$ cat config.mk
export PLATFORM = sky130hd
export DESIGN_NAME = tm1640_frame_ctrl
export DESIGN_NICKNAME = d
export VERILOG_FILES = /design/src/rtl/tm1640_pkg.sv /design/src/rtl/seg7_hex_enc.sv /design/src/rtl/tm1640_frame_ctrl.sv
export SDC_FILE = /design/constraint.sdc
export NUM_CORES = 1
export LEC_CHECK = 0
export BUFFER_PORTS_ARGS = -buffer_cell sky130_fd_sc_hd__buf_2
export CAP_MARGIN = 20
export CORE_MARGIN = 10
export CORE_UTILIZATION = 60
export CTS_CLUSTER_SIZE = 8
export DETAILED_ROUTE_END_ITERATION = 8
export PLACE_DENSITY = 0.84
export SLEW_MARGIN = 15
export SYNTH_ARGS = -nofsm -noshare
export SYNTH_HDL_FRONTEND = slang
export SYNTH_SLANG_ARGS = --single-unit
export TNS_END_PERCENT = 20
$ cat constraint.sdc
create_clock -name clk -period 8.7 [get_ports clk]
set_clock_uncertainty 0.05 [all_clocks]
set_input_delay 1.305 -clock clk [delete_from_list [all_inputs] [get_ports clk]]
set_output_delay 1.305 -clock clk [all_outputs]
set_load 0.01 [all_outputs]
$ cat src/rtl/tm1640_pkg.sv
// Shared constants, state encodings and the hex-to-segment table for the TM1640 frame controller.
package tm1640_pkg;

    localparam int unsigned NUM_DIGITS = 9;
    localparam int unsigned DIGIT_W    = 4;
    localparam int unsigned IDX_W      = 4;
    localparam int unsigned TMO_W      = 8;

    localparam logic [7:0] CMD_DATA  = 8'h40;
    localparam logic [7:0] CMD_ADDR0 = 8'hC0;
    localparam logic [7:0] CMD_CTRL  = 8'h80;

    typedef enum logic [2:0] {
        ST_BOOT,
        ST_CMD,
        ST_ADDR,
        ST_DATA,
        ST_CTRL,
        ST_DONE,
        ST_IDLE
    } state_e;

    typedef enum logic {
        PH_SEND,
        PH_WAIT
    } phase_e;

    // Entry n is the segment pattern of hex value n (bit0=a .. bit6=g).
    localparam logic [15:0][7:0] SEG_TABLE = {
        8'h71, 8'h79, 8'h5E, 8'h39, 8'h7C, 8'h77, 8'h6F, 8'h7F,
        8'h07, 8'h7D, 8'h6D, 8'h66, 8'h4F, 8'h5B, 8'h06, 8'h3F
    };

endpackage

$ cat src/rtl/seg7_hex_enc.sv
// Combinational hex nibble to 7-segment pattern, with decimal point and blanking.
module seg7_hex_enc
    import tm1640_pkg::*;
(
    input  logic [DIGIT_W-1:0] nibble_i,
    input  logic               dp_i,
    input  logic               blank_i,
    output logic [7:0]         seg_c
);

    always_comb begin
        seg_c = SEG_TABLE[nibble_i] | {dp_i, 7'b000_0000};
        if (blank_i) begin
            seg_c = 8'h00;
        end
    end

endmodule

$ cat src/rtl/tm1640_frame_ctrl.sv
// Frame sequencer for a TM1640 byte driver: power-on frame, then one 12-byte
// display frame per accepted request, with a per-byte latch/busy handshake.
module tm1640_frame_ctrl
    import tm1640_pkg::*;
#(
    parameter int unsigned BRIGHTNESS    = 4,
    parameter int unsigned LATCH_TIMEOUT = 255
) (
    input  logic        clk,
    input  logic        rst_n,
    input  logic        frame_valid,
    output logic        frame_ready,
    input  logic [35:0] digits,
    input  logic [8:0]  dp,
    input  logic [8:0]  blank,
    input  logic [2:0]  bright,
    input  logic        disp_on,
    output logic        frame_done,
    output logic        data_latch,
    output logic [7:0]  data_in,
    output logic        data_stop_bit,
    input  logic        busy,
    output logic        timeout_err
);

    localparam logic [TMO_W-1:0] TMO_LAST = TMO_W'(LATCH_TIMEOUT - 1);
    localparam logic [IDX_W-1:0] IDX_LAST = IDX_W'(NUM_DIGITS - 1);

    state_e           state_q, state_d;
    phase_e           phase_q, phase_d;
    logic [IDX_W-1:0] idx_q, idx_d;
    logic [TMO_W-1:0] tmo_q, tmo_d;
    logic             latch_q, latch_d;
    logic [7:0]       data_q, data_d;
    logic             stop_q, stop_d;
    logic             ready_q, ready_d;
    logic             done_q, done_d;
    logic             err_q, err_d;

    logic [35:0]      digits_q, digits_d;
    logic [8:0]       dp_q, dp_d;
    logic [8:0]       blank_q, blank_d;
    logic [2:0]       bright_q, bright_d;
    logic             disp_q, disp_d;

    logic             start_c;
    logic             byte_done_c;
    logic [IDX_W-1:0] nxt_idx_c;
    logic [3:0]       enc_nibble_c;
    logic             enc_dp_c;
    logic             enc_blank_c;
    logic [7:0]       enc_seg_c;
    logic [7:0]       ctrl_byte_c;

    // Digit selected for the next data byte to be loaded.
    always_comb begin
        nxt_idx_c    = (state_q == ST_DATA) ? idx_q + IDX_W'(1) : '0;
        enc_nibble_c = 4'(digits_q >> {nxt_idx_c, 2'b00});
        enc_dp_c     = 1'(dp_q >> nxt_idx_c);
        enc_blank_c  = 1'(blank_q >> nxt_idx_c);
        ctrl_byte_c  = CMD_CTRL | {4'b0000, disp_q, bright_q};
    end

    seg7_hex_enc u_enc (
        .nibble_i (enc_nibble_c),
        .dp_i     (enc_dp_c),
        .blank_i  (enc_blank_c),
        .seg_c    (enc_seg_c)
    );

    always_comb begin
        state_d     = state_q;
        phase_d     = phase_q;
        idx_d       = idx_q;
        tmo_d       = tmo_q;
        latch_d     = latch_q;
        data_d      = data_q;
        stop_d      = stop_q;
        err_d       = err_q;
        digits_d    = digits_q;
        dp_d        = dp_q;
        blank_d     = blank_q;
        bright_d    = bright_q;
        disp_d      = disp_q;
        start_c     = 1'b0;
        byte_done_c = 1'b0;

        case (state_q)
            ST_BOOT: begin
                digits_d = '0;
                dp_d     = '0;
                blank_d  = '1;
                bright_d = 3'(BRIGHTNESS);
                disp_d   = 1'b1;
                start_c  = 1'b1;
            end
            ST_IDLE: begin
                if (frame_valid) begin
                    digits_d = digits;
                    dp_d     = dp;
                    blank_d  = blank;
                    bright_d = bright;
                    disp_d   = disp_on;
                    start_c  = 1'b1;
                end
            end
            ST_DONE: begin
                state_d = ST_IDLE;
            end
            default: begin
                // Latch is only raised while the driver reports idle.
                if (phase_q == PH_SEND) begin
                    if (!latch_q) begin
                        latch_d = !busy;
                    end else if (busy) begin
                        latch_d = 1'b0;
                        phase_d = PH_WAIT;
                        tmo_d   = '0;
                    end else if (tmo_q == TMO_LAST) begin
                        latch_d = 1'b0;
                        err_d   = 1'b1;
                        state_d = ST_IDLE;
                        tmo_d   = '0;
                    end else if (tmo_q != '1) begin
                        tmo_d = tmo_q + TMO_W'(1);
                    end
                end else if (!busy) begin
                    byte_done_c = 1'b1;
                end
            end
        endcase

        if (start_c) begin
            state_d = ST_CMD;
            phase_d = PH_SEND;
            idx_d   = '0;
            tmo_d   = '0;
            data_d  = CMD_DATA;
            stop_d  = 1'b1;
            latch_d = !busy;
        end

        // Busy was just sampled low, so the next byte may latch immediately.
        if (byte_done_c) begin
            phase_d = PH_SEND;
            tmo_d   = '0;
            latch_d = 1'b1;
            case (state_q)
                ST_CMD: begin
                    state_d = ST_ADDR;
                    data_d  = CMD_ADDR0;
                    stop_d  = 1'b0;
                end
                ST_ADDR, ST_DATA: begin
                    if (state_q == ST_DATA && idx_q == IDX_LAST) begin
                        state_d = ST_CTRL;
                        data_d  = ctrl_byte_c;
                        stop_d  = 1'b1;
                    end else begin
                        state_d = ST_DATA;
                        idx_d   = nxt_idx_c;
                        data_d  = enc_seg_c;
                        stop_d  = (nxt_idx_c == IDX_LAST);
                    end
                end
                default: begin
                    state_d = ST_DONE;
                    latch_d = 1'b0;
                end
            endcase
        end

        ready_d = (state_d == ST_IDLE);
        done_d  = (state_d == ST_DONE);
    end

    always_ff @(posedge clk or negedge rst_n) begin
        if (!rst_n) begin
            state_q  <= ST_BOOT;
            phase_q  <= PH_SEND;
            idx_q    <= '0;
            tmo_q    <= '0;
            latch_q  <= 1'b0;
            data_q   <= '0;
            stop_q   <= 1'b0;
            ready_q  <= 1'b0;
            done_q   <= 1'b0;
            err_q    <= 1'b0;
            digits_q <= '0;
            dp_q     <= '0;
            blank_q  <= '0;
            bright_q <= '0;
            disp_q   <= 1'b0;
        end else begin
            state_q  <= state_d;
            phase_q  <= phase_d;
            idx_q    <= idx_d;
            tmo_q    <= tmo_d;
            latch_q  <= latch_d;
            data_q   <= data_d;
            stop_q   <= stop_d;
            ready_q  <= ready_d;
            done_q   <= done_d;
            err_q    <= err_d;
            digits_q <= digits_d;
            dp_q     <= dp_d;
            blank_q  <= blank_d;
            bright_q <= bright_d;
            disp_q   <= disp_d;
        end
    end

    assign frame_ready   = ready_q;
    assign frame_done    = done_q;
    assign data_latch    = latch_q;
    assign data_in       = data_q;
    assign data_stop_bit = stop_q;
    assign timeout_err   = err_q;

endmodule

# Word-level counts from Yosys, hierarchy flattened
# Memories as Yosys holds them, arrays and structs flattened.
# Cells that the tools add are included.
[totals]
register_bits = 87
latchBits = 0
mem_bits_rw = 0
rom_bits = 128
input_bits = 62
wordCells = 115
n_memories = 1
[mem_list]
columns = ["memory", "depth", "width", "read_ports", "rd_clocked_by_memory_dff", "write_ports", "line_no", "source"]
rows = [
  ["(no name shown)", 16, 8, 1, 0, 0, "seg7_hex_enc.sv:12", "seg_c = SEG_TABLE[nibble_i] | {dp_i, 7'b000_0000};"],
]
[op_classes]
add_sub_neg = 2
n_mul = 0
div = 0
magnitude_cmp = 1
eq_ne = 14
n_shift = 3
muxes = 61
n_bitwise = 4
reduce_logical = 14
[ops]
columns = ["op", "n"]
rows = [
  ["$mux 8", 13],
  ["$pmux 36 s2", 1],
  ["$mux 36", 1],
  ["$pmux 9 s2", 2],
  ["$shr 36x6->4", 1],
  ["$mux 3", 8],
  ["$mux 1", 22],
  ["$mux 4", 5],
  ["$mux 9", 2],
  ["$pmux 3 s2", 3],
  ["$shr 9x4->1", 2],
  ["$pmux 8 s2", 1],
  ["$eq 3x3->1 const B", 4],
  ["$add 8x1->8 const B", 1],
  ["$eq 4x4->1 const B", 2],
  ["$eq 8x8->1 const B", 1],
  ["$ne 8x8->1 const B", 1],
  ["$or 8x8->8", 1],
  ["$eq 3x2->1 const B", 2],
  ["$ne 3x1->1 const B", 2],
  ["$pmux 1 s2", 3],
  ["$reduce_or 3->1", 2],
  ["$lt 4x5->1 const B", 1],
  ["$reduce_and 5->1", 1],
  ["13 further kinds", 17],
]

# Longest topological paths before layout
[depth]
ltp_word = 10
ltp_mapped = 12
mapped_depth_nobuf = 12

# By module
# From an unflattened synthesis, not the netlist that was laid out.
[unflattened]
cells_unflattened = 547
area_unflattened_um2 = 4722.0
[by_module_without_submodules]
columns = ["module", "n_inst", "cells_per_inst", "area_each_um2", "seq_area_each_um2"]
rows = [
  ["tm1640_frame_ctrl", 1, 510, 4445.5, 2177.1],
  ["seg7_hex_enc", 1, 37, 276.5, 0.0],
]

# Worst setup path after synthesis
# OpenSTA, ideal clock, no wires.
[synth_timing]
path_kind = "reg2reg"
from = "register idx_q[0]"
to = "register data_q[2], in the netlist data_in[2]"
setup_ns = 0.126
arrival_ns = 2.734
required_time_ns = 8.524
slack_ns = 5.789
stages_incl_launch_ff = 11
period_less_slack_ns = 2.911
cell_sequence = "dfrtp_1 > inv_1 > ha_1 > nand4b_2 > a211oi_1 > a2111oi_0 > a211oi_2 > inv_1 > ha_1 > o311a_1 > a221o_1"
[synth_between]
elab_chain_cells = 10
elab_cells_between_ends = 13
classes_between = "add/sub (1); eq/ne (1); shift (2); mux (6); bitwise (1); reduce/logical (1); memory (1)"
[synth_lines]
columns = ["item", "line_no", "source"]
rows = [
  ["from (decl)", "tm1640_frame_ctrl.sv:31", "logic [IDX_W-1:0] idx_q, idx_d;"],
  ["from (signal assigned)", "tm1640_frame_ctrl.sv:197", "idx_q <= idx_d;"],
  ["$add 4x1->4", "tm1640_frame_ctrl.sv:57", "nxt_idx_c = (state_q == ST_DATA) ? idx_q + IDX_W'(1) : '0;"],
  ["$mux 4", "tm1640_frame_ctrl.sv:57", ""],
  ["$shr 36x6->4", "tm1640_frame_ctrl.sv:58", "enc_nibble_c = 4'(digits_q >> {nxt_idx_c, 2'b00});"],
  ["$mem_v2 16x8", "n/a", ""],
  ["$mux 8 (implied by the code)", "seg7_hex_enc.sv:12", ""],
  ["$or 8x8->8", "seg7_hex_enc.sv:12", ""],
  ["$mux 8", "seg7_hex_enc.sv:13", "if (blank_i) begin"],
  ["$mux 8 (*)", "tm1640_frame_ctrl.sv:155", "if (state_q == ST_DATA && idx_q == IDX_LAST) begin"],
  ["$pmux 8 s2 (*)", "tm1640_frame_ctrl.sv:148", "case (state_q)"],
  ["$mux 8 (*)", "tm1640_frame_ctrl.sv:144", "if (byte_done_c) begin"],
  ["named net data_d[2]", "tm1640_frame_ctrl.sv:34", "logic [7:0] data_q, data_d;"],
  ["to (signal assigned)", "tm1640_frame_ctrl.sv:200", "data_q <= data_d;"],
  ["to (decl)", "tm1640_frame_ctrl.sv:34", ""],
]
# The timed path passes the listed nets; every way through them passes the cells marked *. The select of a mux whose other input is x is not followed.
# A chain may end at the register's enable or synchronous reset.

# Worst setup path after layout
# Ends and elaborated chain as after synthesis.

==> metrics <==
largest net degree at the start of global routing=88; synthesized area per cell=between 9 and 10 sq um; largest area contributor in the netlist=dfrtp_1; max-slew violations=0; asr flop ratio synth=100%; post_cts resized=0; post-synth top area share=46.1%; crit end category=register; first-pass GRT wire length=~19,000 microns; Initial Util=around three fifths; dpl ws=~4900 ps; RSZ-0062 raised after global routing=no; worst skew pair latency=360 ps; Worst R2R Setup Slack=around 5000 ps; TritonCTS buffer count=9; EDFF count, synth=0; worst-path maximum fanout=25; Longest Clk Path Bufs=2; Port Buffers=between 70 and 80; Placed Cells=673; n_diodes=0; routed vias/inst=between 5 and 6; full die area=11,800 sq um; Ys Warns=0; Crit-path slowest cell=a211oi_2; CTS tree=done; crit-path max cell delay=~510 ps; LEAKAGE=roughly 2.7 nW; Final Setup Violations=0; 1st-iter DRT viols=319; hold buffers post-CTS=0; layout cells sized above 1=20.3%; Synth Area in Compound Gates=between 10% and 20%; CP Class=reg2reg; H-tree depth=3; Syn Nets=between 500 and 600; die height=about 110 microns; chip width=about 110 microns; gp weighted congestion=around 0.94; post-layout util=~69%; mux cell area share after synthesis=roughly 5.4%; CP Cell Sequence=buf_4, inv_1, ha_1, nand4b_2, a211oi_1, a2111oi_0, a211oi_2, inv_1, ha_1, o311a_1, a221o_1; period utilization=42.6%; CP delay by family, top=compound AO/OA/AOI/OAI gates; clock slew at reported path FFs=90 ps; antenna violations before repair=0; post-DP HPWL=about 8300 microns; Post CTS Setup Buffer Count=0; total grt overflow=0; Seq/Total Area, Yosys=46.1%; Primary FF master, synth=dfrtp_1; total core area=7690 sq um; Final Non-Filler Cells=a little under 700; worst-margin pin slew=approximately 800 ps; post-route DRC violation count=0; Final nets=654; Slew headroom=about 48%; Cell Area, Synth=4730 sq um; VDD IR max=between 0.1 and 0.15 mV; CTS Root Cell=clkbuf_8; outcome=completed; fmax=approximately 270 MHz; Worst EP required=approximately 8900 ps; via count=4,087; CP bufs+invs=3; Ports=75; max-cap viol count=0; total power divided by cell area=about 290 nW/um^2; ANT nets after route=0; largest family of logic cells by synthesized area=simple AND/OR/NAND/NOR gates; adder-cell share of the synthesized area=between 2 and 3%; number of global-route vias before repair=between 3,000 and 4,000; Final Hold Fails=0; cells after synthesis=524; setup TNS=0 ps; DR pass1 iterations=5; Routed WL=11,500 microns; Post-Synth Simple-Gate Area=25.4%; worst setup margin=roughly 5000 ps; Layout Area Growth over Synthesis=12.7%; fin crit period=3710 ps; WP data arrival=3900 ps; HP Class=reg2reg; # clock sinks=87; number of synthesized register bits=87; Synth area leaders=dfrtp_1, nand2_1, nand3_1; XOR/XNOR Fraction of Synth Area=1.64%; Synth cell types=75; Tot Pwr=0.00152 W; num rows=32; Routed WL per cell=around 17 microns; all-layer global routing usage=19.5%; kind of start point of the critical path=register
## stage by stage
stage                     hold slack [ps]  area, sq um
final                                 417         5330
after global routing                  443         5330
after CTS                             419         5320
after detailed placement              402         5120
after global placement                394         5120
after floorplan                       380         4730
## state kept, by name, indices dropped and copies added (netlist names)
name           cells
digits_q          36
blank_q            9
dp_q               9
data_in            8
tmo_q              8
idx_q              4
bright_q           3
state_q            3
data_latch         1
data_stop_bit      1
disp_q             1
frame_done         1
frame_ready        1
phase_q            1
timeout_err        1
## cell usage in the layout (no fill, tap or decap), drive strengths merged, types with 3 or more instances in the layout
cell type  Yosys  final
a211o          3      3
a211oi         5      5
a21oi         12     12
a22o           4      4
a22oi          3      3
a2bb2oi        3      3
a31oi          5      5
and3           4      4
buf           15     79
clkbuf        17     11
clkinv         0      4
dfrtp         87     87
ha            10     10
inv           14     14
mux2           3      3
mux2i         16     16
nand2        139    139
nand3         57     57
nand3b         4      4
nor2          19     19
nor2b          5      5
nor3           8      8
o211ai         5      5
o21ai         26     26
o22ai          3      3
o31ai          3      3
or3            4      4
xnor2          5      5
xor2           3      3
## report_power, final
part,switching (W),total (W),internal (W)
clock network,0.000148,0.000289,0.000141
logic,0.000407,0.000637,0.000230
registers,0.0000891,0.000595,0.000506
## logic make-up (layout without fill, tap and decap cells)
logic type,Yosys count,count (layout)
buf+inv,46,109
simple gates,258,258
compound gates,94,94
fa+ha+maj,10,10
mux,21,21
xor+xnor,8,8
flops,87,87
## worst min-delay path, delay by kind of cell (launching register included)
family,cells,cell delay [ps]
DFF,1,350
and+or+nand+nor,2,90
## per-layer routing
metal  up-vias  global-route usage [%]  share of wire (%)
li1       1953                       -                  -
met1      1986                    24.8                 43
met2       132                    32.7                 50
met3        16                    3.95                5.3
met4         0                    6.21                1.6
met5         -                       0                  0
## area by class of cell
class,instances,area [sq um]
Clock inverter,5,57.6
Fill cell,624,2360
Inverter,14,52.6
Tap cell,102,128
Sequential cell,87,2180
Timing Repair Buffer,79,414
Multi-Input combinational cell,391,2360
Clock buffer,11,141
## synth_stat cells (4+ instances only)
| cell | n |
|---|---|
| clkbuf_1 | 17 |
| nand3_1 | 57 |
| buf_1 | 5 |
| nor2b_1 | 5 |
| nand3b_1 | 4 |
| xnor2_1 | 4 |
| ha_1 | 10 |
| buf_2 | 5 |
| nor2_1 | 16 |
| mux2i_1 | 15 |
| nand2_1 | 139 |
| inv_1 | 14 |
| a22o_1 | 4 |
| o211ai_1 | 5 |
| a31oi_1 | 5 |
| nor3_1 | 8 |
| a21oi_1 | 12 |
| o21ai_0 | 23 |
| dfrtp_1 | 87 |
| a211oi_1 | 4 |
## worst paths after layout
| path | from | to | depth (start not counted) |
|---|---|---|---|
| worst max-delay path | idx_q[0]$_DFF_PN0_ | data_in[2]$_DFF_PN0_ | 11 |
| worst min-delay path | digits_q[12]$_DFFE_PN0P_ | digits_q[12]$_DFFE_PN0P_ | 2 |
| worst min register to register | digits_q[12]$_DFFE_PN0P_ | digits_q[12]$_DFFE_PN0P_ | 2 |
| worst max register to register | idx_q[0]$_DFF_PN0_ | data_in[2]$_DFF_PN0_ | 11 |
| max in group asynchronous | rst_n | idx_q[1]$_DFF_PN0_ | 1 |
| min in group asynchronous | rst_n | tmo_q[7]$_DFFE_PN0P_ | 1 |
Note: power is estimated with default switching activity, not from simulation.
